===== config.mk =====
export PLATFORM = sky130hd
export DESIGN_NAME = act_unit_pipe
export DESIGN_NICKNAME = d
export VERILOG_FILES = /design/src/rtl/act_unit_pipe_pkg.sv /design/src/rtl/act_lane.sv /design/src/rtl/act_unit_pipe.sv
export SDC_FILE = /design/constraint.sdc
export NUM_CORES = 1
export LEC_CHECK = 0
export ABC_AREA = 1
export ABC_CLOCK_PERIOD_IN_PS = 4400
export CAP_MARGIN = 5
export CORE_MARGIN = 2
export CORE_UTILIZATION = 50
export DETAILED_ROUTE_END_ITERATION = 7
export GPL_TIMING_DRIVEN = 0
export PLACE_DENSITY = 0.75
export SLEW_MARGIN = 10
export SYNTH_ARGS = -nofsm -noshare
export SYNTH_HDL_FRONTEND = slang
export SYNTH_SLANG_ARGS = --single-unit

===== constraint.sdc =====
create_clock -name clk -period 4.4 [get_ports clk]
set_input_delay 0.66 -clock clk [delete_from_list [all_inputs] [get_ports clk]]
set_output_delay 0.66 -clock clk [all_outputs]
set_load 0.005 [all_outputs]

===== src/rtl/act_unit_pipe_pkg.sv =====
`default_nettype none
// ============================================================================
//  Module   : act_unit_pipe_pkg
//  Brief    : Shared mode encodings for the multi-channel activation stage.
//  Revision : 1.0 - initial release
// ============================================================================
package act_unit_pipe_pkg;

  // Width of the per-beat activation mode field.
  localparam int MODE_W = 2;

  // Activation function selected per beat; travels with the data.
  typedef enum logic [MODE_W-1:0] {
    MODE_BYPASS = 2'd0,
    MODE_RELU   = 2'd1,
    MODE_LEAKY  = 2'd2,
    MODE_CLAMP  = 2'd3
  } act_mode_e;

endpackage : act_unit_pipe_pkg
`default_nettype wire


===== src/rtl/act_lane.sv =====
`default_nettype none
// ============================================================================
//  Module   : act_lane
//  Brief    : Combinational single-lane activation (bypass/ReLU/leaky/clamp)
//             with a zero-result flag for sparsity statistics.
//  Revision : 1.0 - initial release
// ============================================================================
module act_lane
  import act_unit_pipe_pkg::*;
#(
  parameter int FEATURE_WIDTH = 32,
  parameter int LEAK_SHIFT    = 3
) (
  input  logic [FEATURE_WIDTH-1:0] x,
  input  act_mode_e                mode,
  input  logic [FEATURE_WIDTH-1:0] clip_max,
  output logic [FEATURE_WIDTH-1:0] y,
  output logic                     is_zero
);

  logic signed [FEATURE_WIDTH-1:0] w_xs;
  logic signed [FEATURE_WIDTH-1:0] w_clip;
  logic signed [FEATURE_WIDTH-1:0] w_leak;

  assign w_xs   = $signed(x);
  assign w_clip = $signed(clip_max);
  // Arithmetic shift floors toward -inf, so -1 stays -1 and nothing overflows.
  assign w_leak = w_xs >>> LEAK_SHIFT;

  // Select the activation result for this lane.
  always_comb begin
    y = x;
    case (mode)
      MODE_BYPASS: y = x;
      MODE_RELU:   y = x[FEATURE_WIDTH-1] ? '0 : x;
      MODE_LEAKY:  y = x[FEATURE_WIDTH-1] ? w_leak : x;
      MODE_CLAMP: begin
        // A negative ceiling forces every lane to zero, positives included.
        if (w_clip[FEATURE_WIDTH-1] || x[FEATURE_WIDTH-1]) begin
          y = '0;
        end else if (w_xs > w_clip) begin
          y = clip_max;
        end else begin
          y = x;
        end
      end
    endcase
  end

  assign is_zero = (y == '0);

endmodule : act_lane
`default_nettype wire


===== src/rtl/act_unit_pipe.sv =====
`default_nettype none
// ============================================================================
//  Module   : act_unit_pipe
//  Brief    : CHANNELS-lane activation stage, 2-stage valid/ready pipeline,
//             saturating count of zeroed output lanes.
//  Revision : 1.0 - initial release
// ============================================================================
module act_unit_pipe
  import act_unit_pipe_pkg::*;
#(
  parameter int FEATURE_WIDTH = 32,
  parameter int CHANNELS      = 4,
  parameter int LEAK_SHIFT    = 3,
  parameter int CNT_WIDTH     = 16
) (
  input  logic                              clk,
  input  logic                              rst_n,
  input  logic                              in_valid,
  output logic                              in_ready,
  input  logic [CHANNELS*FEATURE_WIDTH-1:0] in_data,
  input  logic [MODE_W-1:0]                 in_mode,
  input  logic [FEATURE_WIDTH-1:0]          clip_max,
  output logic                              out_valid,
  input  logic                              out_ready,
  output logic [CHANNELS*FEATURE_WIDTH-1:0] out_data,
  input  logic                              clr_stats,
  output logic [CNT_WIDTH-1:0]              zero_count
);

  localparam int c_DW   = CHANNELS * FEATURE_WIDTH;
  localparam int c_NZ_W = $clog2(CHANNELS + 1);
  localparam logic [CNT_WIDTH:0] c_CNT_MAX = {1'b0, {CNT_WIDTH{1'b1}}};

  // Stage 1: raw beat plus its own mode and ceiling.
  logic                     r_v1;
  logic [c_DW-1:0]          r_data1;
  act_mode_e                r_mode1;
  logic [FEATURE_WIDTH-1:0] r_clip1;

  // Stage 2: activated beat plus its zero-lane count.
  logic                     r_v2;
  logic [c_DW-1:0]          r_data2;
  logic [c_NZ_W-1:0]        r_nz2;

  logic [CNT_WIDTH-1:0]     r_zero_count;

  logic                     w_adv1;
  logic                     w_adv2;
  logic                     w_fire;
  logic [c_DW-1:0]          w_y;
  logic [CHANNELS-1:0]      w_zero;
  logic [c_NZ_W-1:0]        w_nz;
  logic [CNT_WIDTH:0]       w_sum;
  logic [CNT_WIDTH-1:0]     w_cnt_next;

  // No skid buffer: in_ready is combinational through both stages from out_ready.
  assign w_adv2   = !r_v2 || out_ready;
  assign w_adv1   = !r_v1 || w_adv2;
  assign w_fire   = r_v2 && out_ready;
  assign in_ready = w_adv1;

  assign out_valid  = r_v2;
  assign out_data   = r_data2;
  assign zero_count = r_zero_count;

  for (genvar k = 0; k < CHANNELS; k++) begin : g_lane
    act_lane #(
      .FEATURE_WIDTH (FEATURE_WIDTH),
      .LEAK_SHIFT    (LEAK_SHIFT)
    ) u_lane (
      .x        (r_data1[k*FEATURE_WIDTH +: FEATURE_WIDTH]),
      .mode     (r_mode1),
      .clip_max (r_clip1),
      .y        (w_y[k*FEATURE_WIDTH +: FEATURE_WIDTH]),
      .is_zero  (w_zero[k])
    );
  end

  // Count zeroed lanes of the beat about to enter stage 2.
  always_comb begin
    w_nz = '0;
    for (int i = 0; i < CHANNELS; i++) begin
      w_nz = w_nz + c_NZ_W'(w_zero[i]);
    end
  end

  // Stage 1 register: loads only on an accepted beat, otherwise holds its data.
  always_ff @(posedge clk or negedge rst_n) begin
    if (!rst_n) begin
      r_v1    <= 1'b0;
      r_data1 <= '0;
      r_mode1 <= MODE_BYPASS;
      r_clip1 <= '0;
    end else if (w_adv1) begin
      r_v1 <= in_valid;
      if (in_valid) begin
        r_data1 <= in_data;
        r_mode1 <= act_mode_e'(in_mode);
        r_clip1 <= clip_max;
      end
    end
  end

  // Stage 2 register: holds the output stable while downstream stalls.
  always_ff @(posedge clk or negedge rst_n) begin
    if (!rst_n) begin
      r_v2    <= 1'b0;
      r_data2 <= '0;
      r_nz2   <= '0;
    end else if (w_adv2) begin
      r_v2 <= r_v1;
      if (r_v1) begin
        r_data2 <= w_y;
        r_nz2   <= w_nz;
      end
    end
  end

  assign w_sum      = {1'b0, r_zero_count} + (CNT_WIDTH+1)'(r_nz2);
  assign w_cnt_next = (w_sum > c_CNT_MAX) ? {CNT_WIDTH{1'b1}} : w_sum[CNT_WIDTH-1:0];

  // Saturating zero-lane counter; clear wins over a same-cycle increment.
  always_ff @(posedge clk or negedge rst_n) begin
    if (!rst_n) begin
      r_zero_count <= '0;
    end else if (clr_stats) begin
      r_zero_count <= '0;
    end else if (w_fire) begin
      r_zero_count <= w_cnt_next;
    end
  end

endmodule : act_unit_pipe
`default_nettype wire

# Word level (Yosys, flattened, before mapping)
# Cells that the tools add are included.
# word_totals
output_inout_bits	146
elab_cells	60
regBits	311
inputBits	167
# classes
reduce_logical	17
addsub	4
n_eq_ne	3
muxes	23
magnitude_cmp	5
# ops
operator	count
$pmux W32 S4	4
$mux W32	12
$gt A32 B32 Y1	4
$logic_not A32 Y1	4
$mux W31	4
$mux W16	3
$add A16 B3 Y17	1
$gt A17 B16 Y1 const B	1
$logic_or A1 B1 Y1	6
$eq A2 B2 Y1 const B	2
$reduce_and A2 Y1	2
$add A2 B1 Y3	1
$add A3 B1 Y3	1
$add A1 B1 Y2	1
$eq A2 B1 Y1 const B	1
$logic_not A1 Y1	2
$logic_not A2 Y1	1
$reduce_bool A2 Y1	1
$logic_and A1 B1 Y1	1

# Longest topological paths before layout
# logic_depth
ltp_word	8
mapped_depth	30

# Modules after synthesis
# From an unflattened synthesis, not the netlist that was laid out.
# unflattened
cells_unflattened	2959
hier_area_um2	23145.9
# by_module_without_submodules
mod	n_inst	area_each_um2	cells_per_inst
act_unit_pipe	1	12425.7	815
act_lane	4	2680.1	536

# Least setup slack after synthesis
# Ideal clock, no wire load.
# synth_path
path_kind	register to register
start	reg r_data1[63]
end	reg r_nz2[1]
path_buffers	4
slack_ps	450
setup_ps	116
t_required_ps	4284
period_less_slack_ps	3950
arrival_ps	3834
path_stages_with_launch	29
cell_sequence	dfrtp_1 clkbuf_1 clkbuf_1 inv_1 ha_1 inv_1 nand2_1 nor2_1 nand4_1 a21oi_1 nor2_1 nand3_1 buf_4 buf_2 nand4_1 nand3_1 nand2_1 nand2_1 nand2_1 nor2_1 nand2_1 nor2_1 nand2_1 fa_1 inv_1 ha_1 ha_1 nand2_1 nand2_1
# synth_between
elab_chain_cells	8
word_cells_on_any_way	11
classes_between	add/sub: 3; order compare: 1; mux: 5; reduce/logical: 2
# synth_rtl
item	line_no	text
start: declaration	act_unit_pipe.sv:36	logic [c_DW-1:0] r_data1;
start signal: assignment	act_unit_pipe.sv:97	r_data1 <= in_data;
$gt A32 B32 Y1	act_lane.sv:41	end else if (w_xs > w_clip) begin
$mux W32	act_lane.sv:41	
$mux W32	act_lane.sv:39	if (w_clip[FEATURE_WIDTH-1] || x[FEATURE_WIDTH-1]) begin
$pmux W32 S4 (*)	act_lane.sv:33	case (mode)
$logic_not A32 Y1 (*)	act_lane.sv:50	assign is_zero = (y == '0);
$add A1 B1 Y2 (*)	act_unit_pipe.sv:83	w_nz = w_nz + c_NZ_W'(w_zero[i]);
$add A2 B1 Y3 (*)	act_unit_pipe.sv:83	
$add A3 B1 Y3 (*)	act_unit_pipe.sv:83	
via w_nz[1]	act_unit_pipe.sv:52	logic [c_NZ_W-1:0] w_nz;
end signal: assignment	act_unit_pipe.sv:114	r_nz2 <= w_nz;
end: declaration	act_unit_pipe.sv:43	logic [c_NZ_W-1:0] r_nz2;
# Mark *: on every way through the listed nets, which the timed path passes. The rest lies on a longest branch.
# A chain may end at the register's enable or synchronous reset.

# Final worst setup path
# layout_path
start	reg r_mode1[0]
end	reg r_nz2[1]
# layout_between
elab_chain_cells	6
word_cells_on_any_way	15
classes_between	add/sub: 3; eq/ne: 3; mux: 4; reduce/logical: 5
# layout_rtl
item	line_no	text
start: declaration	act_unit_pipe.sv:37	act_mode_e r_mode1;
start signal: assignment	act_unit_pipe.sv:98	r_mode1 <= act_mode_e'(in_mode);
$eq A2 B2 Y1 (tied with other cells)	act_lane.sv:33	
$pmux W32 S4	act_lane.sv:33	
$logic_not A32 Y1	act_lane.sv:50	
$add A1 B1 Y2	act_unit_pipe.sv:83	
$add A2 B1 Y3	act_unit_pipe.sv:83	
$add A3 B1 Y3 (*)	act_unit_pipe.sv:83	
via w_nz[1]	act_unit_pipe.sv:52	
# Marks and branches as above.

==> flow_summary.rst <==
.. list-table::
   :header-rows: 1

   * - Metric
     - Value
   * - Initial DRC count
     - 3640
   * - Antenna violations before repair
     - 5
   * - Worst reg2reg path endpoint
     - r_nz2[1]$_DFFE_PN0P_
   * - Height of the die
     - 207 µm
   * - Master cell of the clock root buffer
     - sky130_fd_sc_hd__clkbuf_16
   * - Number of enable flip-flop cells after synthesis
     - 0
   * - Post-synth top area share
     - 37.7%
   * - First-pass GRT wire length
     - 153 mm
   * - Antenna-violating nets left
     - 0
   * - Initial DRT Pass Iterations
     - 7
   * - CP cell instances
     - nor2_1, clkbuf_1, clkbuf_1, nand2_1, nand2_2, nand2_1, nor2_1, nand2_1, nor2_4, nand2_4, fa_1, inv_1, ha_2, ha_4, nand2_2, nand2_1
   * - Setup TNS
     - -0.0225 ns
   * - Vias per cell
     - 6.35
   * - Post-synth top flop
     - sky130_fd_sc_hd__dfrtp_1
   * - Tightest slew margin relative to the limit
     - 6.66%
   * - Synthesized netlist net count
     - 3249
   * - Fill cell instance count of the final layout
     - 3285
   * - Maximum level of the CTS H-tree
     - 2
   * - Critical path peak fanout
     - 10
   * - CTS clk-pin slew, worst paths
     - 0.06 ns
   * - Clock period minus worst slack
     - 4.42 ns
   * - Required time reported for the critical path endpoint
     - 4.90 ns
   * - Fraction of registers with async set/reset
     - 100%
   * - Portion of total power attributed to sequential cells
     - 26.9%
   * - Switching share of power
     - 41.4%
   * - Hold Worst Slack
     - 0.0494 ns
   * - Routed Wire Length
     - 106 mm
   * - Combinational group share of total power
     - 49.8%
   * - Final critical-path share of the clock period
     - 101%
   * - Largest net degree at the start of global routing
     - 83
   * - Arrival @ worst endpoint
     - 4.93 ns
   * - Number of top-level design ports
     - 313
   * - Number of global-route vias before repair
     - 24300
   * - Type of the worst setup path
     - flop to flop
   * - Synth Area per Inst
     - 7.02 µm²
   * - Synthesis Warnings
     - 0
   * - Remaining design rule violation count
     - 0
   * - Global route overflow
     - 0
   * - Multi-input gate area in the final layout
     - 11600 µm²
   * - Later-pin clock latency in the skew report
     - 0.57 ns
   * - Transition time of the tightest slew-check pin
     - 1.40 ns
   * - Master of the slowest instance on the critical path
     - sky130_fd_sc_hd__clkbuf_1
   * - Clock buffer depth
     - 3
   * - Area taken by flip-flops and latches
     - 7780 µm²
   * - Overall die area
     - 42900 µm²
   * - Final Max Slew Viols
     - 0
   * - Violations in the final reports
     - negative setup slack
   * - Dominant cells by area after synthesis
     - sky130_fd_sc_hd__dfrtp_1 38%, sky130_fd_sc_hd__nand2_1 16%, sky130_fd_sc_hd__ha_1 8.3%
   * - Maximum clock frequency
     - 0.226 GHz
   * - Fraction of final layout cells sized beyond drive strength 1
     - 11.9%
   * - Overall routing resource usage
     - 47.4%
   * - Fin worst setup slack
     - -0.0225 ns
   * - Number of endpoints failing setup at the final stage
     - 1
   * - Crit Reg-Reg Startpoint
     - r_mode1[0]$_DFFE_PN0P_
   * - Number of rows created at floorplan
     - 74
   * - Layout Area Growth over Synthesis
     - 37.4%
   * - Post-Synthesis Cells
     - 2943
   * - Weighted congestion at the end of routability-driven global placement
     - 1.01
   * - Worst-case reg-to-reg path depth
     - 16
   * - Switching power
     - 0.00626 W
   * - Port bufs
     - 312
   * - DIE WIDTH
     - 207 µm
   * - Vias post-DR
     - 25500
   * - Clock sink total
     - 311
   * - Power density relative to cell area
     - 533 nW/µm²
   * - Routed WL per cell
     - 26.3 µm
   * - Synthesized area
     - 20600 µm²
   * - Setup crit end kind
     - flop
   * - HPWL after DPL
     - 70.9 mm
   * - Sequential fraction of the synthesis area
     - 37.7%
   * - Count of state elements after synthesis
     - 311
   * - CTS tree
     - done
   * - Run status
     - complete, but fails checks
   * - Initial core utilization
     - 50.6%
   * - Cell type contributing the most total cell area after synthesis
     - sky130_fd_sc_hd__dfrtp_1
   * - Worst vdd ir
     - 0.354 mV
   * - Cell-internal power
     - 0.00885 W
   * - Number of max-cap violations
     - 0
   * - Leak Pwr
     - 13.1 nW
   * - Kind of start point of the critical path
     - flop
   * - NumNets Final
     - 3762
   * - Crit-path most repeated cell
     - sky130_fd_sc_hd__nand2_1
   * - Unrepaired setup endpoints after global routing
     - true
   * - Largest stage delay on the critical path
     - 0.91 ns
   * - Area of the placeable core
     - 40800 µm²
   * - Netlist cell types
     - 36
   * - Worst min path class
     - input port to asynchronous set/reset pin
   * - CTS buffer count
     - 35
   * - Minimum setup slack among reg-to-reg paths
     - -0.02 ns
   * - Number of hold-slack violations in the final timing report
     - 0
   * - Proportion of power drawn by the clock network
     - 23.4%
   * - Clock Skews
     - 0.0178 ns
cells by family after synthesis:
group,count (synthesis),synth area share (%)
AO/OA/AOI/OAI,646,16.8
XOR/XNOR,2,0.0848
buffers and inverters,427,8.21
adder cells (fa/ha/maj),139,8.49
multiplexers,1,0.0545
AND/OR/NAND/NOR,1417,28.7
flip-flops,311,37.7
worst max path at each step:
stage                              endpoint  cells after the start                    start
finish                 r_nz2[1]$_DFFE_PN0P_                     16   r_mode1[0]$_DFFE_PN0P_
global route           r_nz2[1]$_DFFE_PN0P_                     28  r_clip1[31]$_DFFE_PN0P_
floorplan              r_nz2[1]$_DFFE_PN0P_                     28  r_data1[63]$_DFFE_PN0P_
CTS                    r_nz2[1]$_DFFE_PN0P_                     28  r_clip1[31]$_DFFE_PN0P_
global placement    r_data1[52]$_DFFE_PN0P_                      1                    rst_n
detailed placement     r_nz2[1]$_DFFE_PN0P_                     28  r_data1[31]$_DFFE_PN0P_
worst max-delay path: cells and delay by family, from the launching register on:
kind	cells	cell delay, ns
fa+ha+maj	3	1.00
buf+inv	3	1.34
flops	1	0.49
simple gates	10	1.51
metrics by stage:
stage	cells	instance area [µm²]	util (%)	total power, W	setup WS [ns]
2_1_floorplan	2943	20600	-	0.00714	0.450
5_1_grt	4013	28400	69.5	0.0157	-0.0999
4_1_cts	3971	27600	67.7	0.0144	-0.0530
3_5_place_dp	3790	24500	60.1	0.0100	-0.977
3_3_place_gp	3787	24400	59.9	0.00989	-10.35
6_report	4016	28400	69.5	0.0151	-0.0225
power by group through the flow:
stage          logic [W]  registers (W)  clock network, W
3_5_place_dp     0.00602        0.00403                 0
4_1_cts          0.00685        0.00402           0.00350
2_1_floorplan    0.00318        0.00395                 0
5_1_grt          0.00793        0.00410           0.00362
6_report         0.00753        0.00406           0.00353
3_3_place_gp     0.00587        0.00401                 0
cell usage in the layout, fill, tap and decap left out, drive strengths merged, types with 33 or more instances in the layout:
cell	instances
nand3	143
clkinvlp	33
o21ai	188
inv	209
a21oi	322
nor2	275
o22ai	102
buf	205
clkbuf	195
nand4	129
clkdlybuf4s50	311
nand2	861
dfrtp	311
ha	137
state kept, by name, summed over array words and instances (netlist names):
| register | count |
|---|---|
| out_data | 128 |
| out_valid | 1 |
| r_clip1 | 32 |
| r_data1 | 128 |
| r_mode1 | 2 |
| r_nz2 | 3 |
| r_v1 | 1 |
| zero_count | 16 |
final cells by class:
class,count,area share [%]
diodes,3,0.0265
inverters,239,3.60
well taps,532,2.35
repair buffers,476,17.4
clock buffers,48,3.58
flip-flops and latches,311,27.4
plain buffers,187,3.41
multi-input cells,2206,41.1
clock inverters,14,1.18
cell usage after synthesis, types with 21 or more instances:
library cell	n
sky130_fd_sc_hd__o221ai_1	21
sky130_fd_sc_hd__inv_1	237
sky130_fd_sc_hd__o22ai_1	102
sky130_fd_sc_hd__o21ai_0	183
sky130_fd_sc_hd__dfrtp_1	311
sky130_fd_sc_hd__nand2_1	860
sky130_fd_sc_hd__nor2_1	274
sky130_fd_sc_hd__nand3_1	136
sky130_fd_sc_hd__buf_2	23
sky130_fd_sc_hd__ha_1	137
sky130_fd_sc_hd__clkbuf_1	142
sky130_fd_sc_hd__nand4_1	128
sky130_fd_sc_hd__a21oi_1	322
metal layers:
metal | wire (µm) | track usage, % | up-vias
li1 | - | - | 10900
met1 | 37300 | 58.9 | 12000
met2 | 44500 | 69.9 | 2042
met3 | 14100 | 13.5 | 584
met4 | 9810 | 36.5 | 8
met5 | 69 | 0 | -
what timing repair did:
item	CTS	global route
buffers inserted	116	39
setup endpoints to repair	3	3
pin swaps	28	40
resized for setup	142	92
hold buffers	0	0
gates cloned	4	3
Power figures use the tool's default switching activity.
